### config.mk
export PLATFORM = sky130hd
export DESIGN_NAME = tstamp_ser_tx_flat
export DESIGN_NICKNAME = d
export VERILOG_FILES = /design/src/rtl/app_readout_pkg.sv /design/src/rtl/tstamp_ser_tx_if.sv /design/src/rtl/bit_tick_div.sv /design/src/rtl/tstamp_ser_tx.sv /design/src/flat_wrapper.sv
export SDC_FILE = /design/constraint.sdc
export NUM_CORES = 1
export LEC_CHECK = 0
export ABC_CLOCK_PERIOD_IN_PS = 5690
export BUFFER_PORTS_ARGS = -buffer_cell sky130_fd_sc_hd__clkbuf_2
export CORE_UTILIZATION = 45
export DETAILED_ROUTE_END_ITERATION = 8
export HOLD_SLACK_MARGIN = 0.06
export PLACE_DENSITY_LB_ADDON = 0.15
export SYNTH_ARGS = -nofsm -noshare
export SYNTH_HDL_FRONTEND = slang
export SYNTH_SLANG_ARGS = --single-unit
### constraint.sdc
create_clock -name clk -period 5.69 [get_ports clk]
set_clock_uncertainty 0.1 [all_clocks]
set_input_delay 0.8535 -clock clk [delete_from_list [all_inputs] [get_ports clk]]
set_output_delay 0.8535 -clock clk [all_outputs]
set_load 0.01 [all_outputs]
### src/rtl/app_readout_pkg.sv
// rtl/app_readout_pkg.sv - shared state type and frame constants for the timestamp serial readout
package app_readout_pkg;

    typedef enum logic {
        IDLE  = 1'b0,
        SHIFT = 1'b1
    } ser_state_t;

    localparam logic START_BIT     = 1'b0;
    localparam logic STOP_BIT      = 1'b1;
    localparam int   DEF_WORDWIDTH = 16;
    localparam int   FRAME_BITS    = DEF_WORDWIDTH + 3;

    // Start, data, parity and stop bits for an arbitrary word width.
    function automatic int frame_len(input int wordwidth);
        return wordwidth + 3;
    endfunction

endpackage

### src/rtl/tstamp_ser_tx_if.sv
// rtl/tstamp_ser_tx_if.sv - FIFO read-port bundle between the timestamp FIFO and the serialiser
interface tstamp_ser_tx_if #(
    parameter int WORDWIDTH = 16
);
    logic [WORDWIDTH-1:0] fifo_data_i;
    logic                 fifo_empty_i;
    logic                 fifo_re_o;

    // master is the reader (serialiser), slave is the FIFO.
    modport master (input fifo_data_i, input fifo_empty_i, output fifo_re_o);
    modport slave  (output fifo_data_i, output fifo_empty_i, input fifo_re_o);
endinterface

### src/rtl/bit_tick_div.sv
// rtl/bit_tick_div.sv - CLKDIV prescaler emitting a one-cycle tick at terminal count
module bit_tick_div #(
    parameter int CLKDIV = 4
) (
    input  logic clk,
    input  logic rstb,
    input  logic clr_i,
    output logic tick_o
);
    localparam logic [7:0] TERM = 8'(CLKDIV - 1);

    logic [7:0] div_cnt;

    always_ff @(posedge clk) begin
        if (!rstb || clr_i || tick_o) begin
            div_cnt <= '0;
        end else begin
            div_cnt <= div_cnt + 8'd1;
        end
    end

    assign tick_o = (div_cnt == TERM);

endmodule

### src/rtl/tstamp_ser_tx.sv
// rtl/tstamp_ser_tx.sv - drains the timestamp FIFO into a framed, even-parity serial stream
module tstamp_ser_tx
    import app_readout_pkg::*;
#(
    parameter int WORDWIDTH = 16,
    parameter int CLKDIV    = 4,
    parameter int CNTWIDTH  = 8
) (
    input  logic                clk,
    input  logic                rstb,
    input  logic                en_i,
    tstamp_ser_tx_if.master     fifo,
    output logic                ser_o,
    output logic                frame_o,
    output logic                busy_o,
    output logic [CNTWIDTH-1:0] sent_cnt_o
);
    localparam int              FLEN     = frame_len(WORDWIDTH);
    localparam int              IDXW     = $clog2(FLEN);
    localparam logic [IDXW-1:0] LAST_IDX = IDXW'(FLEN - 1);

    ser_state_t      state, state_nxt;
    logic [FLEN-1:0] shreg;
    logic [IDXW-1:0] bit_idx;
    logic            tick;
    logic            pop;
    logic            frame_done;

    bit_tick_div #(.CLKDIV(CLKDIV)) u_div (
        .clk    (clk),
        .rstb   (rstb),
        .clr_i  (pop),
        .tick_o (tick)
    );

    always_ff @(posedge clk) begin
        if (!rstb) begin
            state <= IDLE;
        end else begin
            state <= state_nxt;
        end
    end

    // Pop is gated by rstb so no read strobe escapes while reset is held.
    always_comb begin
        state_nxt      = state;
        pop            = 1'b0;
        frame_done     = 1'b0;
        unique case (state)
            IDLE: begin
                if (rstb && en_i && !fifo.fifo_empty_i) begin
                    pop       = 1'b1;
                    state_nxt = SHIFT;
                end
            end
            SHIFT: begin
                if (tick && bit_idx == LAST_IDX) begin
                    frame_done = 1'b1;
                    state_nxt  = IDLE;
                end
            end
            default: state_nxt = IDLE;
        endcase
        fifo.fifo_re_o = pop;
        frame_o        = (state == SHIFT);
        busy_o         = pop || (state == SHIFT);
        ser_o          = (state == SHIFT) ? shreg[FLEN-1] : 1'b1;
    end

    // The whole frame is preloaded so shifting out MSB first emits start, data, parity, stop.
    always_ff @(posedge clk) begin
        if (!rstb) begin
            shreg      <= '1;
            bit_idx    <= '0;
            sent_cnt_o <= '0;
        end else begin
            if (pop) begin
                shreg   <= {START_BIT, fifo.fifo_data_i, ^fifo.fifo_data_i, STOP_BIT};
                bit_idx <= '0;
            end else if (state == SHIFT && tick) begin
                shreg   <= {shreg[FLEN-2:0], 1'b1};
                bit_idx <= bit_idx + IDXW'(1);
            end
            if (frame_done) begin
                sent_cnt_o <= sent_cnt_o + CNTWIDTH'(1);
            end
        end
    end

    a_no_pop_when_empty: assert property (@(posedge clk) disable iff (!rstb)
        !(fifo.fifo_re_o && fifo.fifo_empty_i));

endmodule

### src/flat_wrapper.sv
// flat-port wrapper written by rule: the top's interface ports become plain ports
module tstamp_ser_tx_flat import app_readout_pkg::*;
#(
    parameter int WORDWIDTH = 16,
    parameter int CLKDIV    = 4,
    parameter int CNTWIDTH  = 8
)
  (clk, rstb, en_i, ser_o, frame_o, busy_o, sent_cnt_o, fifo_fifo_data_i, fifo_fifo_empty_i, fifo_fifo_re_o);
  tstamp_ser_tx_if #(.WORDWIDTH(WORDWIDTH)) fifo_i ();
  input  logic clk;
  input  logic rstb;
  input  logic en_i;
  output logic ser_o;
  output logic frame_o;
  output logic busy_o;
  output logic [CNTWIDTH-1:0] sent_cnt_o;
  input wire logic [$bits(fifo_i.fifo_data_i)-1:0] fifo_fifo_data_i;
  input wire logic [$bits(fifo_i.fifo_empty_i)-1:0] fifo_fifo_empty_i;
  output wire logic [$bits(fifo_i.fifo_re_o)-1:0] fifo_fifo_re_o;
  assign fifo_i.fifo_data_i = fifo_fifo_data_i;
  assign fifo_i.fifo_empty_i = fifo_fifo_empty_i;
  assign fifo_fifo_re_o = fifo_i.fifo_re_o;
  tstamp_ser_tx #(.WORDWIDTH(WORDWIDTH), .CLKDIV(CLKDIV), .CNTWIDTH(CNTWIDTH)) u_core (.clk(clk), .rstb(rstb), .en_i(en_i), .fifo(fifo_i), .ser_o(ser_o), .frame_o(frame_o), .busy_o(busy_o), .sent_cnt_o(sent_cnt_o));
endmodule
==> results.tsv, run 1 <==
stage	metric	value	unit
clocking	clk sinks	40	
timing	fin crit share	56.2	%
synth	top cells by count, synth	dfxtp_1 (40), nand2_1 (36), nor2_1 (29)	
cells_and_area	P&R area growth vs syn	10.9	%
detailed_routing	routed wl met2	1420	um
die	Ports	32	
synth	count leader, synth	dfxtp_1	
detailed_routing	WL met1	1870	um
die	row count	23	
timing	final slew viol count	0	
power_and_ir_drop	Power, Total	0.524	mW
clocking	CTS clk-pin slew, worst paths	0.07	ns
min_path	HP Class	flop to flop	
timing	fin crit period	3.20	ns
worst_setup_path	delay-heaviest family, CP	buffers and inverters	
power_and_ir_drop	Clock power frac	32.7	%
min_path	hold path depth	2	
cells_and_area	final layout net count	283	
run	max cap viols	0	
timing	Slew HR	45.4	%
synth	#FFs+latches synth	40	
global_routing	initial antenna violation count	0	
worst_setup_path	CP max-delay cell	or2_2	
detailed_routing	DR iter-0 viols	70	
timing	final setup margin	2.49	ns
power_and_ir_drop	Int Power	0.401	mW
worst_setup_path	WS Path Type	input pin to output pin	
timing	Setup Viol. Count Final	0	
power_and_ir_drop	Switch Pwr	0.123	mW
worst_setup_path	Critical Path Start Type	input pin	
clocking	clock tree buffer depth	2	
cells_and_area	n_diodes	0	
power_and_ir_drop	switching portion of total power	23.5	%
worst_setup_path	CP Depth	5	
worst_setup_path	crit end category	output pin	
worst_setup_path	Critical Path Sink	fifo_fifo_re_o	
synth	area share of the largest cell type after synthesis	40.6	%
synth	Seq/Total Area, Yosys	40.6	%
cells_and_area	fin cells	309	
detailed_routing	Remaining DRCs	0	
global_routing	vias in the first global route	1287	
global_routing	GRT overflow	0	
clocking	cts hold-fix bufs	0	
power_and_ir_drop	pwr/cell area	240	mW/mm2
placement	GP Congestion	0.757	
synth	EDFF count, synth	0	
detailed_routing	routed length per instance	11.2	um
synth	mean post-synth cell area	8.46	um2
placement	placed insts	302	
global_routing	wire length of the first global-routing pass	5760	um
die	die area	0.00465	mm2
clocking	H-tree levels	2	
global_routing	largest net degree at the start of global routing	36	
clocking	CTS tree	built	
synth	Synth Warn #	0	
detailed_routing	via/cell ratio	5.01	
synth	top post-synthesis cells by area	dfxtp_1 (41%), xnor2_1 (8.9%), nand2_1 (6.9%)	
timing	fmax	0.313	GHz
die	Core Region	0.00412	mm2
detailed_routing	met3 wire length	126	um
die	Die H	68.2	um
worst_setup_path	cells along the critical path	clkbuf_2 > nand3b_1 > or2_2 > inv_1 > clkbuf_2	
synth	Syn Nets	257	
detailed_routing	vias after detailed routing	1548	
clocking	number of buffers created by CTS	5	
worst_setup_path	CP required	4.74	ns
timing	total negative slack	0	ns
power_and_ir_drop	Seq pwr share	56.0	%
placement	I/O Buffers	31	
worst_setup_path	r2r worst-path depth	6	
worst_setup_path	slowest stage delay, CP	0.52	ns
power_and_ir_drop	Peak VDD IR	0.145	mV
power_and_ir_drop	combinational share of power	11.3	%
timing	RSZ-0062 raised after global routing	no	
detailed_routing	first drt pass iteration count	4	
synth	Yosys top cell by area	dfxtp_1	
placement	Setup WS pre-CTS	2.46	ns
synth	FFs w/ async S/R, synth	0	%
worst_setup_path	CP Max Fanout	35	
worst_setup_path	flop-to-flop setup slack	3.36	ns
worst_setup_path	reg-to-reg critical path endpoint	u_core.bit_idx[4]$_SDFFE_PP0P_	
cells_and_area	share of cells above drive strength 1	16.6	%
synth	Yosys cell types	36	
synth	prevailing post-synth register cell	dfxtp_1	
detailed_routing	Post-Route WL	3450	um
worst_setup_path	worst r2r src	u_core.u_div.div_cnt[0]$_SDFF_PP0_	
worst_setup_path	Critical Path AT	2.24	ns
placement	DP Wirelength	2390	um
die	Die X	68.2	um
die	starting density of the core	47.9	%
worst_setup_path	Worst setup startpoint	rstb	
clocking	Worst-Skew Late Latency	0.28	ns
timing	Final Hold Fails	0	
global_routing	Tot GR Track Use	16.6	%
detailed_routing	Post-DRT Antenna Nets	0	
run_status	status	finished clean	
synth	Mapped Cells	233	
clocking	setup bufs post-CTS	0	
clocking	cts repair resizes	0	
clocking	Clock Tree Root	clkbuf_8	
worst_setup_path	crit-path most repeated cell	clkbuf_2	
synth	Synth Cell Area	0.00197	mm2
worst_setup_path	crit path buf inv count	3	
detailed_routing	Max Used Layer	met4	
power_and_ir_drop	Pleak	1.04	nW
timing	Worst-Margin Slew	0.819	ns
[worst reg2reg max path: cells and delay by family, from the launching register on]
family	cells	cell delay, ns
AND/OR/NAND/NOR	4	1.30
flip-flops	1	0.39
adder cells (fa/ha/maj)	1	0.27
XOR/XNOR	1	0.17
[layout make-up]
| class | count | area, um2 |
|---|---|---|
| Tap cell | 50 | 62.6 |
| Timing Repair Buffer | 31 | 155 |
| Sequential cell | 40 | 801 |
| Fill cell | 417 | 1930 |
| Multi-Input combinational cell | 178 | 1080 |
| Clock inverter | 1 | 5.00 |
| Inverter | 3 | 11.3 |
| Clock buffer | 6 | 72.6 |
[power by group through the flow]
stage                     logic, mW  registers, mW  clock network [mW]
after floorplan              0.0438          0.299                   0
after global placement       0.0598          0.300                   0
after detailed placement     0.0598          0.300                   0
after CTS                    0.0603          0.293               0.181
after global routing         0.0681          0.294               0.191
final                        0.0594          0.293               0.171
[how the worst min path moves through the flow]
stage / start / endpoint
floorplan: u_core.u_div.div_cnt[0]$_SDFF_PP0_ / u_core.u_div.div_cnt[0]$_SDFF_PP0_
global placement: u_core.u_div.div_cnt[0]$_SDFF_PP0_ / u_core.u_div.div_cnt[0]$_SDFF_PP0_
CTS: u_core.shreg[17]$_SDFFE_PN1P_ / u_core.shreg[18]$_SDFFE_PN1P_
global route: u_core.shreg[17]$_SDFFE_PN1P_ / u_core.shreg[18]$_SDFFE_PN1P_
finish: u_core.shreg[17]$_SDFFE_PN1P_ / u_core.shreg[18]$_SDFFE_PN1P_
detailed placement: u_core.shreg[17]$_SDFFE_PN1P_ / u_core.shreg[18]$_SDFFE_PN1P_
[stage by stage]
step | hold WS, ns | utilization (%) | instance area, um2
after floorplan | 0.338 | - | 1970
after global placement | 0.363 | 51.3 | 2110
after detailed placement | 0.365 | 51.3 | 2110
after CTS | 0.383 | 53.1 | 2190
after global routing | 0.399 | 53.1 | 2190
final | 0.375 | 53.1 | 2190
[cells by family (layout without fill, tap and decap cells)]
kind of cell             count (synthesis)  after routing  synth area share (%)
AND/OR/NAND/NOR                        120            120                  31.8
multiplexers                             1              1                 0.508
adder cells (fa/ha/maj)                  4              4                  2.54
buffers and inverters                   15             41                  4.63
XOR/XNOR                                31             31                  13.8
flip-flops                              40             40                  40.6
AO/OA/AOI/OAI                           22             22                  6.16
[metal layers]
layer	up-vias	GRT usage, %
li1	822	-
met1	685	23.1
met2	36	24.5
met3	5	4.50
met4	0	5.47
met5	-	0
[placed cells by master, fill, tap and decap left out, types with 5 or more instances in the layout]
master    synthesis  final
o21ai_1          14     14
clkbuf_2          0     31
nand2_1          36     36
and3_1           19     19
clkbuf_8          0      5
and2_1            9      9
nand3_1           9      9
nor2_1           29     29
xor2_1           11     11
xnor2_1          20     20
dfxtp_1          40     40
[flip-flops by register name (all words and copies together), names as in the netlist]
signal,flops
u_core.frame_o,1
u_core.u_div.div_cnt,8
u_core.shreg,18
u_core.sent_cnt_o,8
u_core.bit_idx,5
No activity file was read; power rests on OpenSTA's default activity.
==> run 2: changes to the inputs <==
--- a/config.mk
+++ b/config.mk
@@ -5,7 +5,7 @@
 export SDC_FILE = /design/constraint.sdc
 export NUM_CORES = 1
 export LEC_CHECK = 0
-export ABC_CLOCK_PERIOD_IN_PS = 5690
+export ABC_CLOCK_PERIOD_IN_PS = 2870
 export BUFFER_PORTS_ARGS = -buffer_cell sky130_fd_sc_hd__clkbuf_2
 export CORE_UTILIZATION = 45
 export DETAILED_ROUTE_END_ITERATION = 8
==> constraint.sdc (replaced) <==
create_clock -name clk -period 2.87 [get_ports clk]
set_clock_uncertainty 0.1 [all_clocks]
set_input_delay 0.4305 -clock clk [delete_from_list [all_inputs] [get_ports clk]]
set_output_delay 0.4305 -clock clk [all_outputs]
set_load 0.01 [all_outputs]
==> results.tsv, run 2 (synthesis results as in run 1) <==
stage	metric	value	unit
global_routing	met3 usage	5.00	%
clocking	CTS tree	built	
global_routing	met1 Use GR	23.2	%
clocking	Clock Tree Root	clkbuf_8	
placement	Setup WS pre-CTS	0.741	ns
cells_and_area	most frequent cells in the layout	dfxtp_1 (40), nand2_1 (36), clkbuf_2 (31)	
timing	fin crit share	74.4	%
clocking	CTS clk-pin slew, worst paths	0.08	ns
die	die area	0.00465	mm2
clocking	Worst-Skew Late Latency	0.29	ns
timing	Final Hold Fails	0	
cells_and_area	biggest regs	u_core.shreg: 18 flops, u_core.sent_cnt_o: 8 flops, u_core.u_div.div_cnt: 8 flops	
worst_setup_path	Critical Path AT	2.26	ns
die	Ports	32	
worst_setup_path	CP required	2.99	ns
cells_and_area	Most flops, register	u_core.shreg	
cells_and_area	P&R area growth vs syn	14.5	%
placement	GP Congestion	0.727	
global_routing	GRT busiest layer	met2	
timing	final slew viol count	0	
worst_setup_path	CP max-delay cell	and3_1	
timing	fin crit period	2.13	ns
worst_setup_path	crit-path most repeated cell	and3_1	
die	Die H	68.2	um
power_and_ir_drop	Power, Total	1.20	mW
global_routing	wire length of the first global-routing pass	5840	um
clocking	H-tree levels	2	
timing	RSZ-0062 raised after global routing	no	
detailed_routing	Remaining DRCs	0	
clocking	number of buffers created by CTS	5	
die	row count	23	
die	Core Region	0.00412	mm2
cells_and_area	max FFs per register	18	
global_routing	met2 usage	24.3	%
timing	total negative slack	0	ns
timing	Slew HR	69.8	%
global_routing	vias in the first global route	1318	
cells_and_area	Finished Core Util	54.9	%
detailed_routing	Post-Route WL	3520	um
cells_and_area	fin cells	313	
worst_setup_path	reg-to-reg critical path endpoint	u_core.shreg[13]$_SDFFE_PN1P_	
clocking	cts hold-fix bufs	0	
worst_setup_path	r2r worst-path depth	7	
run	max cap viols	0	
placement	placed insts	305	
placement	I/O Buffers	31	
detailed_routing	vias after detailed routing	1542	
min_path	Worst Hold End	u_core.shreg[8]$_SDFFE_PN1P_	
placement	DP Wirelength	2480	um
timing	Worst-Margin Slew	0.450	ns
clocking	clk sinks	40	
global_routing	Tot GR Track Use	16.9	%
detailed_routing	routed length per instance	11.2	um
global_routing	initial antenna violation count	0	
worst_setup_path	worst r2r src	u_core.u_div.div_cnt[0]$_SDFF_PP0_	
power_and_ir_drop	pwr/cell area	532	mW/mm2
min_path	hold_sp	fifo_fifo_data_i[6]	
global_routing	GRT overflow	0	
worst_setup_path	slowest stage delay, CP	0.42	ns
power_and_ir_drop	Pleak	1.08	nW
cells_and_area	most common cell after layout, fill and taps aside	dfxtp_1	
cells_and_area	share of cells above drive strength 1	18.3	%
detailed_routing	via/cell ratio	4.93	
worst_setup_path	flop-to-flop setup slack	0.74	ns
timing	final setup margin	0.735	ns
clocking	cts repair resizes	0	
worst_setup_path	WS Path Type	flop to flop	
power_and_ir_drop	Peak VDD IR	0.240	mV
worst_setup_path	cells along the critical path	ha_1 > nor4b_4 > and3_1 > buf_4 > nand2_1 > and3_1 > o21ai_1	
die	starting density of the core	47.9	%
min_path	hold path depth	3	
worst_setup_path	crit end category	flop	
timing	fmax	0.468	GHz
clocking	setup bufs post-CTS	0	
clocking	clock tree buffer depth	2	
cells_and_area	final layout net count	286	
worst_setup_path	CP Max Fanout	14	
detailed_routing	DR iter-0 viols	104	
timing	Setup Viol. Count Final	0	
worst_setup_path	Critical Path Start Type	flop	
detailed_routing	first drt pass iteration count	4	
global_routing	largest net degree at the start of global routing	35	
run_status	status	finished clean	
detailed_routing	Post-DRT Antenna Nets	0	
cells_and_area	n_diodes	0	
die	Die X	68.2	um
min_path	HP Class	input pin to flop	
## run 2: cell count changes in the layout (fill, tap and decap cells not counted)
cell       change
bufinv_16      +1
buf_4          +3
clkbuf_1       -1
clkbuf_8       +2
clkinv_2       -1
## run 2: per-layer routing
| layer | wire length [um] | vias up |
|---|---|---|
| li1 | - | 823 |
| met1 | 1860 | 685 |
| met2 | 1470 | 29 |
| met3 | 143 | 5 |
| met4 | 43 | 0 |
| met5 | 0 | - |
## run 2: stage by stage
| stage | hold WS, ns | area [um2] |
|---|---|---|
| 2_1_floorplan | 0.338 | 1970 |
| 3_3_place_gp | 0.349 | 2130 |
| 3_5_place_dp | 0.361 | 2130 |
| 4_1_cts | 0.314 | 2260 |
| 5_1_grt | 0.327 | 2260 |
| 6_report | 0.321 | 2260 |
## run 2: cell type report
| type | instances | area [um2] |
|---|---|---|
| fillers | 410 | 1860 |
| multi-input cells | 178 | 1080 |
| flip-flops and latches | 40 | 801 |
| repair buffers | 34 | 178 |
| clock buffers | 7 | 96.3 |
| well taps | 50 | 62.6 |
| clock inverters | 1 | 30.0 |
| inverters | 3 | 11.3 |
## run 2: worst max-delay path, delay by kind of cell (launching register included)
kind | cells | cell delay [ns]
flops | 1 | 0.39
fa+ha+maj | 1 | 0.25
buf+inv | 1 | 0.27
compound gates | 1 | 0.10
simple gates | 4 | 0.95
## run 2: worst max path at each step
| stage | start | endpoint | slack, ns | depth (start not counted) |
|---|---|---|---|---|
| after floorplan | fifo_fifo_empty_i | fifo_fifo_re_o | 1.04 | 5 |
| after global placement | u_core.u_div.div_cnt[0]$_SDFF_PP0_ | u_core.shreg[17]$_SDFFE_PN1P_ | 0.80 | 7 |
| after detailed placement | u_core.u_div.div_cnt[0]$_SDFF_PP0_ | u_core.shreg[13]$_SDFFE_PN1P_ | 0.74 | 7 |
| after CTS | u_core.u_div.div_cnt[0]$_SDFF_PP0_ | u_core.shreg[12]$_SDFFE_PN1P_ | 0.72 | 7 |
| after global routing | u_core.u_div.div_cnt[0]$_SDFF_PP0_ | u_core.shreg[14]$_SDFFE_PN1P_ | 0.53 | 7 |
| final | u_core.u_div.div_cnt[0]$_SDFF_PP0_ | u_core.shreg[13]$_SDFFE_PN1P_ | 0.74 | 7 |
## run 2: report_power, final
part	leakage (nW)	switching, mW	internal, mW
Combinational	0.691	0.0589	0.0607
Clock	0.0645	0.193	0.307
Sequential	0.325	0.0103	0.571
